File: config.mk
export PLATFORM = sky130hd
export DESIGN_NAME = instruction_fetch_stage
export DESIGN_NICKNAME = d
export VERILOG_FILES = /design/src/rtl/instruction_fetch_stage.sv
export SDC_FILE = /design/constraint.sdc
export NUM_CORES = 1
export LEC_CHECK = 0
export CAP_MARGIN = 40
export CORE_MARGIN = 3
export CORE_UTILIZATION = 45
export DETAILED_ROUTE_END_ITERATION = 8
export PLACE_DENSITY = 0.88
export SYNTH_ARGS = -nofsm -noshare
export SYNTH_HDL_FRONTEND = slang
export SYNTH_SLANG_ARGS = --single-unit
File: constraint.sdc
create_clock -name clk -period 2.64 [get_ports clk]
set_clock_uncertainty 0.2 [all_clocks]
set_input_delay 0.264 -clock clk [delete_from_list [all_inputs] [get_ports clk]]
set_output_delay 0.264 -clock clk [all_outputs]
set_load 0.02 [all_outputs]
File: src/rtl/instruction_fetch_stage.sv
// Instruction fetch stage: PC register, next-PC selection and the IF/ID
// pipeline register. Instruction memory is combinational, so the word
// addressed by the current PC is captured into IF/ID on the next edge.
//
// state  | meaning
// -------+-----------------------------------------------------------
// BOOT   | single cycle after reset release; pc held, IF/ID bubble
// RUN    | normal fetch with stall / flush / redirect handling
module instruction_fetch_stage #(
  parameter logic [31:0] RESET_PC = 32'h0000_0000,
  parameter logic [31:0] NOP      = 32'b00000100000000000000000000000000
) (
  input  logic        clk,
  input  logic        rst_n,
  input  logic        stall,
  input  logic        flush,
  input  logic        branch_taken,
  input  logic [31:0] branch_target,
  input  logic        jump,
  input  logic [31:0] jump_target,
  output logic [31:0] imem_address,
  input  logic [31:0] imem_data,
  output logic [31:0] if_id_instruction,
  output logic [31:0] if_id_pc_plus4,
  output logic        if_id_valid,
  output logic [31:0] fetch_count,
  output logic        align_err
);

  typedef enum logic {
    S_BOOT = 1'b0,
    S_RUN  = 1'b1
  } state_t;

  state_t      state_q, state_d;
  logic [31:0] pc_q, pc_d;
  logic [31:0] instr_q, instr_d;
  logic [31:0] pc_plus4_q, pc_plus4_d;
  logic        valid_q, valid_d;
  logic [31:0] fetch_count_q, fetch_count_d;
  logic        align_err_q, align_err_d;

  logic        redirect;
  logic [31:0] target;
  logic [31:0] pc_inc;

  // Next-state, next-PC and IF/ID selection; jump outranks branch, and any
  // redirect outranks stall and flush.
  always_comb begin
    state_d       = state_q;
    pc_d          = pc_q;
    instr_d       = instr_q;
    pc_plus4_d    = pc_plus4_q;
    valid_d       = valid_q;
    fetch_count_d = fetch_count_q;
    align_err_d   = align_err_q;

    redirect = jump | branch_taken;
    target   = jump ? jump_target : branch_target;
    pc_inc   = pc_q + 32'd4;

    unique case (state_q)
      S_BOOT: begin
        state_d    = S_RUN;
        instr_d    = NOP;
        pc_plus4_d = 32'd0;
        valid_d    = 1'b0;
      end
      S_RUN: begin
        if (redirect) begin
          pc_d       = {target[31:2], 2'b00};
          instr_d    = NOP;
          pc_plus4_d = 32'd0;
          valid_d    = 1'b0;
          if (target[1:0] != 2'b00) align_err_d = 1'b1;
        end else if (stall) begin
          // pc and IF/ID hold unless the stalled slot is also squashed
          if (flush) begin
            instr_d    = NOP;
            pc_plus4_d = 32'd0;
            valid_d    = 1'b0;
          end
        end else if (flush) begin
          pc_d       = pc_inc;
          instr_d    = NOP;
          pc_plus4_d = 32'd0;
          valid_d    = 1'b0;
        end else begin
          pc_d          = pc_inc;
          instr_d       = imem_data;
          pc_plus4_d    = pc_inc;
          valid_d       = 1'b1;
          fetch_count_d = fetch_count_q + 32'd1;
        end
      end
      default: state_d = S_BOOT;
    endcase
  end

  // State, PC and IF/ID registers with asynchronous reset.
  always_ff @(posedge clk or negedge rst_n) begin
    if (!rst_n) begin
      state_q       <= S_BOOT;
      pc_q          <= RESET_PC;
      instr_q       <= NOP;
      pc_plus4_q    <= 32'd0;
      valid_q       <= 1'b0;
      fetch_count_q <= 32'd0;
      align_err_q   <= 1'b0;
    end else begin
      state_q       <= state_d;
      pc_q          <= pc_d;
      instr_q       <= instr_d;
      pc_plus4_q    <= pc_plus4_d;
      valid_q       <= valid_d;
      fetch_count_q <= fetch_count_d;
      align_err_q   <= align_err_d;
    end
  end

  assign imem_address      = pc_q;
  assign if_id_instruction = instr_q;
  assign if_id_pc_plus4    = pc_plus4_q;
  assign if_id_valid       = valid_q;
  assign fetch_count       = fetch_count_q;
  assign align_err         = align_err_q;

endmodule

Word level (Yosys, flattened, before mapping) --
Cells that the tools add are included.
Word-level totals: bits in registers 131, latch bits 0, bits in writable memories 0, ROM bits 0, input bits 102, logic and storage cells 38, memories kept 0
Operators by class: add/subtract/negate cells 2, $mul 0, div/mod/pow operators 0, order comparisons 0, equal/unequal tests 2, shifts and indexed selects 0, mux-type cells 18, bitwise operators 5, reductions and logical operators 4
Operators by type and width (count):
- 32-bit two-way mux | 11
- 32-bit one-hot mux with 2 select lines | 2
- 32-bit by 1-bit adder with 32-bit output, second input constant | 1
- 32-bit by 3-bit adder with 32-bit output, second input constant | 1
- 1-bit two-way mux | 4
- 4-bit by 3-bit != test with 1-bit output, second input constant | 1
- 1-bit NOT | 4
- 4-bit AND reduction | 1
- 3-bit AND reduction | 1
- 2-bit by 1-bit != test with 1-bit output, second input constant | 1
- 1-bit one-hot mux with 2 select lines | 1
- 2-bit AND reduction | 1
- 2-bit nonzero test | 1
- 1-bit OR | 1

Depth between registers and ports, before layout --
word-level depth 5, gate-level depth with buffers 7

Worst setup path before layout --
OpenSTA, ideal clock, no wires.
kind register -> register, from register pc_q[2] (netlist: imem_address[2]), to register pc_q[20] (netlist: imem_address[20]), arrival time 1882 ps, required time 2358 ps, slack 476 ps, cell stages (with the launch flop) 8, cells stage by stage dfrtp_1 ha_1 nand3_2 nor3_1 buf_2 nand4_1 o31a_1 o22ai_1
On the way: word-level cells in the longest chain between the ends 3
RTL lines:
- start: declaration | line 36 | logic [31:0] pc_q, pc_d;
- start signal: assignment | line 112 | pc_q <= pc_d;
- 32-bit by 3-bit adder with 32-bit output | line 60 | pc_inc = pc_q + 32'd4;
- 32-bit two-way mux | line 76 | end else if (stall) begin
- 32-bit two-way mux | line 70 | if (redirect) begin
No other way between the ends. The select of a mux whose other input is x is not followed. A chain may end at the register's enable or synchronous reset.

Final worst setup path --
from register pc_q[2] (netlist: imem_address[2]), to register pc_q[30] (netlist: imem_address[30])
Same word-level chain as after synthesis.

==> out/metrics.cfg <==
[routing]
detail-route-antenna-nets = 0
drt_pass1_iterations = 5
wl_per_cell_um = 19.7
num_vias = 5846
dr.first_iter.drc_count = 608
totalWireLength_mm = 19.9
avgViaCountPerCell = 5.77
drc_errors = 0

[sta]
finalHoldViolCount = 0
worst_pin_slew_ps = 651
finalCriticalPeriod_ps = 2280
holdWs_ps = 195
rsz0062_at_grt = false
final_max_slew_viol_count = 0
tns_ps = 0
max_freq_ghz = 0.438
fin_crit_sh = 0.864
max-slew-margin-rel = 0.562
final-setup-viol-count = 0

[place]
gp_congestion = 0.908
place_area_um2 = 8640
dp_hpwl_mm = 14.1
port_buffers = 229

[finish]
num_antenna_cells = 0
nFillCells = 928
finish.net_count = 932
stdcell_area_um2 = 9250
layout.area.seq_um2 = 3200
drive_above_1_share = 0.0773
multi_input_area_um2 = 2700
syn2layout_area_growth_pct = 51.3

[worst_setup_path]
cp_max_fo = 11
cp-end-kind = register
critical_path_class = reg -> reg
worst_setup_path_start_kind = register
required_ps = 2760
arrival_ps = 2400

[power]
p_leak_nw = 3.85
power.total_mw = 5.47
p_per_area_nw_per_um2 = 592
irDropWorstVdd_mv = 0.410

[logic_synthesis]
netlist.top_cell.by_area = dfrtp_1
synth_compound_area_frac = 0.194
synth_xor_area_frac = 0.0846
synthCells = 595
synth.distinct_cells = 54
synthMuxAreaShare = 0.00492
synth_flop_cell = dfrtp_1
netlist_top_cells_area = dfrtp_1 52%, xnor2_1 7.0%, a22o_1 5.3%
synth_warnings = 0
synth.avg_cell_area_um2 = 10.3
synth-simple-area-share = 0.150
synth_async_sr_flop_share = 1.00
synth_most_common_cell = dfrtp_1
seq_area_frac_synth = 0.524
synth_adder_area_share = 0.00410
synth_area_um2 = 6110
ys_ff_latch = 128
synthTopCellsByCount = 127 x dfrtp_1, 66 x nand2_1, 49 x xnor2_1
synth-edff-count = 0
synth_top_area_share = 0.520
synth_top_family_by_area = compound AO/OA/AOI/OAI gates

[die]
dieWidth_um = 123
pin_count = 232
core_um2 = 12900
dieArea_um2 = 15000
initial_core_util = 0.473
die_h_um = 123
rows = 41

[clocking]
clock-sinks = 128
cts_made_buffers = 17
clk_transition_reported_paths_ps = 60
cts_tree = done
clk_latency_ps = 410
htreeDepth = 4
clockBufferDepth = 2
clock-root-buffer = clkbuf_16
post_cts_buffers = 0

[global_routing]
grt_max_degree = 68
grt_overflow = 0
antenna_found_initial = 0
grt.total_usage = 0.267
first_global_vias = 5825
grt_pass1_wl_mm = 31.2

[worst_hold_path]
min_path_type = in -> async

[status]
status = finished, final reports clean

[job]
max_cap_viol_count = 0

==> final timing paths <==
check	from	to	slack (ps)	depth (start not counted)
setup / recovery	imem_address[2]$_DFFE_PN0P_	imem_address[30]$_DFFE_PN0P_	360	7
hold / removal	rst_n	fetch_count[13]$_DFFE_PN0P_	190	2
setup reg to reg	imem_address[2]$_DFFE_PN0P_	imem_address[30]$_DFFE_PN0P_	360	7
hold reg to reg	if_id_instruction[26]$_DFFE_PN1P_	if_id_instruction[26]$_DFFE_PN1P_	260	2
max in group asynchronous	rst_n	if_id_instruction[26]$_DFFE_PN1P_	1250	3
min in group clk	imem_data[26]	if_id_instruction[26]$_DFFE_PN1P_	230	3
==> logic make-up (layout without fill, tap and decap cells) <==
kind of cell | Yosys count | count (layout)
buffers and inverters | 52 | 297
AND/OR/NAND/NOR | 175 | 175
multiplexers | 3 | 3
XOR/XNOR | 59 | 59
other | 2 | 3
flip-flops | 128 | 128
AO/OA/AOI/OAI | 174 | 174
adder cells (fa/ha/maj) | 2 | 2
==> metrics by stage <==
step / setup slack, ps / util / cells
6_report: 359 / 0.715 / 1013
5_1_grt: 216 / 0.715 / 1013
4_1_cts: 373 / 0.715 / 1013
3_5_place_dp: 154 / 0.669 / 980
3_3_place_gp: 259 / 0.669 / 980
2_1_floorplan: 476 / - / 596
==> critical path: stages, from the launching register on <==
cell and delay (ps):
dfrtp_1 470, ha_1 240, nand3_2 180, nor3_1 220
buf_4 230, nand4_1 200, a21oi_1 250, a2bb2oi_1 210
==> flip-flops by register name (all words and copies together) (netlist names) <==
name,flops
imem_address,30
if_id_valid,1
if_id_instruction,32
state_q,1
align_err,1
fetch_count,32
if_id_pc_plus4,31
==> per-layer routing <==
metal	wire, um	vias to the layer above	GRT usage	part of all wire
met3	1730	33	0.0710	0.087
li1	-	2632	-	-
met4	450	0	0.0910	0.023
met2	9980	329	0.455	0.50
met5	0	-	0	0
met1	7760	2852	0.329	0.39
==> report_power, final <==
group	internal [mW]	switching, mW	total [mW]
clock network	1.44	0.883	2.33
logic	0.467	0.460	0.927
registers	2.06	0.159	2.22
total	3.97	1.50	5.47
==> what timing repair did <==
action                                  CTS  global route
gates resized for setup                   0             0
hold buffers                              1             0
endpoints found under the setup margin    0             0
hold endpoints to repair                 37             0
==> cell type report <==
cell class / instances / area share
clock inverters: 12 / 0.0146
inverters: 17 / 0.00690
well taps: 172 / 0.0233
multi-input cells: 416 / 0.292
flip-flops and latches: 128 / 0.347
repair buffers: 248 / 0.267
clock buffers: 20 / 0.0494
==> cell usage in the layout (no fill, tap or decap), drive strengths merged, types with 2 or more instances in the layout <==
cell type / count
a21o: 2
and3: 14
nand2: 66
or3: 3
nand3: 20
buf: 19
o211ai: 2
nor3: 6
a31oi: 3
nand4: 24
o22a: 3
a22oi: 12
clkinvlp: 7
and2: 2
bufinv: 2
a2bb2oi: 2
clkbuf: 20
o21ai: 47
dfrtp: 127
xnor2: 49
a22o: 37
o22ai: 14
o2bb2ai: 2
inv: 18
xor2: 10
ha: 2
and4: 4
or2: 2
o31ai: 2
clkdlybuf4s50: 228
conb: 3
nor2: 28
mux2i: 3
clkinv: 2
nor4: 4
a21oi: 26
o31a: 11
a222oi: 4
Note: power is estimated with default switching activity, not from simulation.
==> edit, RTL diff (config.mk and constraints unchanged) <==
Register the output `fetch_count` once more, without a reset; this adds one clock of latency there. The other outputs are not delayed to match.
--- a/src/rtl/instruction_fetch_stage.sv
+++ b/src/rtl/instruction_fetch_stage.sv
@@ -123,5 +123,7 @@
   assign if_id_pc_plus4    = pc_plus4_q;
   assign if_id_valid       = valid_q;
-  assign fetch_count       = fetch_count_q;
+  always_ff @(posedge clk) begin
+    fetch_count <= fetch_count_q;
+  end
   assign align_err         = align_err_q;
 
Behaviour: not the same (Yosys sat finds a counterexample within 4 cycles, from zero or initial values and one cycle with rst_n low).
==> edit against the unedited design <==
- sequential power rose by 22%
- worst setup slack got worse by 49 ps
- wire length rose by 2.0%
- via count rose by 6.0%
- sequential cell count rose by 32
- final area rose by 9.6%
- count of clock-buffer cells in the layout fell by 2
- total power rose by 12%
- area after synthesis rose by 13%
==> edit: results (changes against the unedited design) <==
[yosys]
synth_area_per_cell_um2 = 10.6  ; was 10.3 um^2
synth_adder_area_share_pct = 0.364  ; was 0.410%
synth.top_cells.by_area = dfrtp_1 (46%), dfxtp_1 (9.3%), a22o_1 (4.6%)  ; was dfrtp_1 (52%), xnor2_1 (7.0%), a22o_1 (5.3%)
synth-xor-area-share_pct = 7.51  ; was 8.46%
synthMuxAreaShare_pct = 0.582  ; was 0.492%
netlist-cell-type-count = 59  ; was 54
synth_seq_area_share_pct = 55.9  ; was 52.4%
share_of_flip_flops_with_an_asynchronous_set_or_reset_after_synthesis_pct = 80.0  ; was 100%
share_of_the_synthesized_area_in_compound_gates_ao_oa_aoi_oai_pct = 17.7  ; was 19.4%
ys_top_cells_by_count = dfrtp_1 (127), nand2_1 (70), o21ai_0 (44), a22o_1 (36), dfxtp_1 (32)  ; was dfrtp_1 (127), nand2_1 (66), xnor2_1 (49), o21ai_0 (46), a22o_1 (37)

[route]
drt-initial-drc-count = 582  ; was 608
vias_per_cell = 5.68  ; was 5.77
detail_route.wirelength_mm = 20.3  ; was 19.9 mm
drt-wirelength-per-cell_um = 18.6  ; was 19.7 um

[global_route]
grt.total_usage_pct = 24.5  ; was 26.7%
maximum_number_of_pins_on_one_net_before_global_route_repair = 56  ; was 68
first_global_vias = 6003  ; was 5825
global_route.usage.met1_pct = 33.0  ; was 32.9%
grtUsageMet2_pct = 39.6  ; was 45.5%
gr-usage-met3_pct = 4.95  ; was 7.10%

[worst_setup_path]
r2r_start = imem_address[13]  ; was imem_address[2]
cp_slowest_cell = nor4_4  ; was dfrtp_1
worst_path_largest_cell_delay_ps = 630  ; was 470 ps
timing.critical_path.fanout_max = 8  ; was 11
crit_path_end = imem_address[21]  ; was imem_address[30]
worst-r2r-setup-slack_ps = 310  ; was 360 ps

[place]
finalWeightedCongestion = 0.890  ; was 0.908
place_worst_setup_slack_ps = 3.44  ; was 154 ps
placed_cell_count = 1058  ; was 980
detailed_place_hpwl_mm = 14.9  ; was 14.1 mm
dpl_cell_area_mm2 = 0.00955  ; was 0.00864 mm^2

[status]
run_status = finished clean  ; unchanged

[sta]
fmax_mhz = 429  ; was 438 MHz
relSlewSlack_pct = 61.7  ; was 56.2%
holdWs_ps = 179  ; was 195 ps

[power_and_ir_drop]
p_leak_nw = 4.26  ; was 3.85 nW

[layout]
antenna-diode-count = 0  ; unchanged
final_nets = 998  ; was 932

edit: cell types whose count changed after synthesis, moves of 8 or more:
cell       delta
xnor2_1      -18
nand3_1      +10
o31a_1       -11
xor2_1       +18
dfxtp_1      +32
nor3_1       +10
o22a_1       +10
a2bb2oi_1     +8
a22oi_1      -10
edit: report_power, final:
| group | internal, mW | switching [mW] | leakage (nW) |
|---|---|---|---|
| logic | 0.515 | 0.532 | 2.04 |
| clock network | 1.28 | 1.09 | 0.276 |
| registers | 2.56 | 0.144 | 1.94 |
edit: per-layer routing:
layer	share of wire (%)	vias to the layer above	wire length, um
li1	-	2841	-
met1	41	2985	8230
met4	2.5	0	505
met2	50	326	10100
met5	0	-	0
met3	7.4	42	1500
edit: layout make-up:
class / instances / area, um^2
Timing Repair Buffer: 267 / 2620
Fill cell: 1100 / 4630
Tap cell: 184 / 230
Multi-Input combinational cell: 437 / 2820
Clock buffer: 18 / 439
Clock inverter: 14 / 134
Sequential cell: 160 / 3840
Inverter: 11 / 41.3
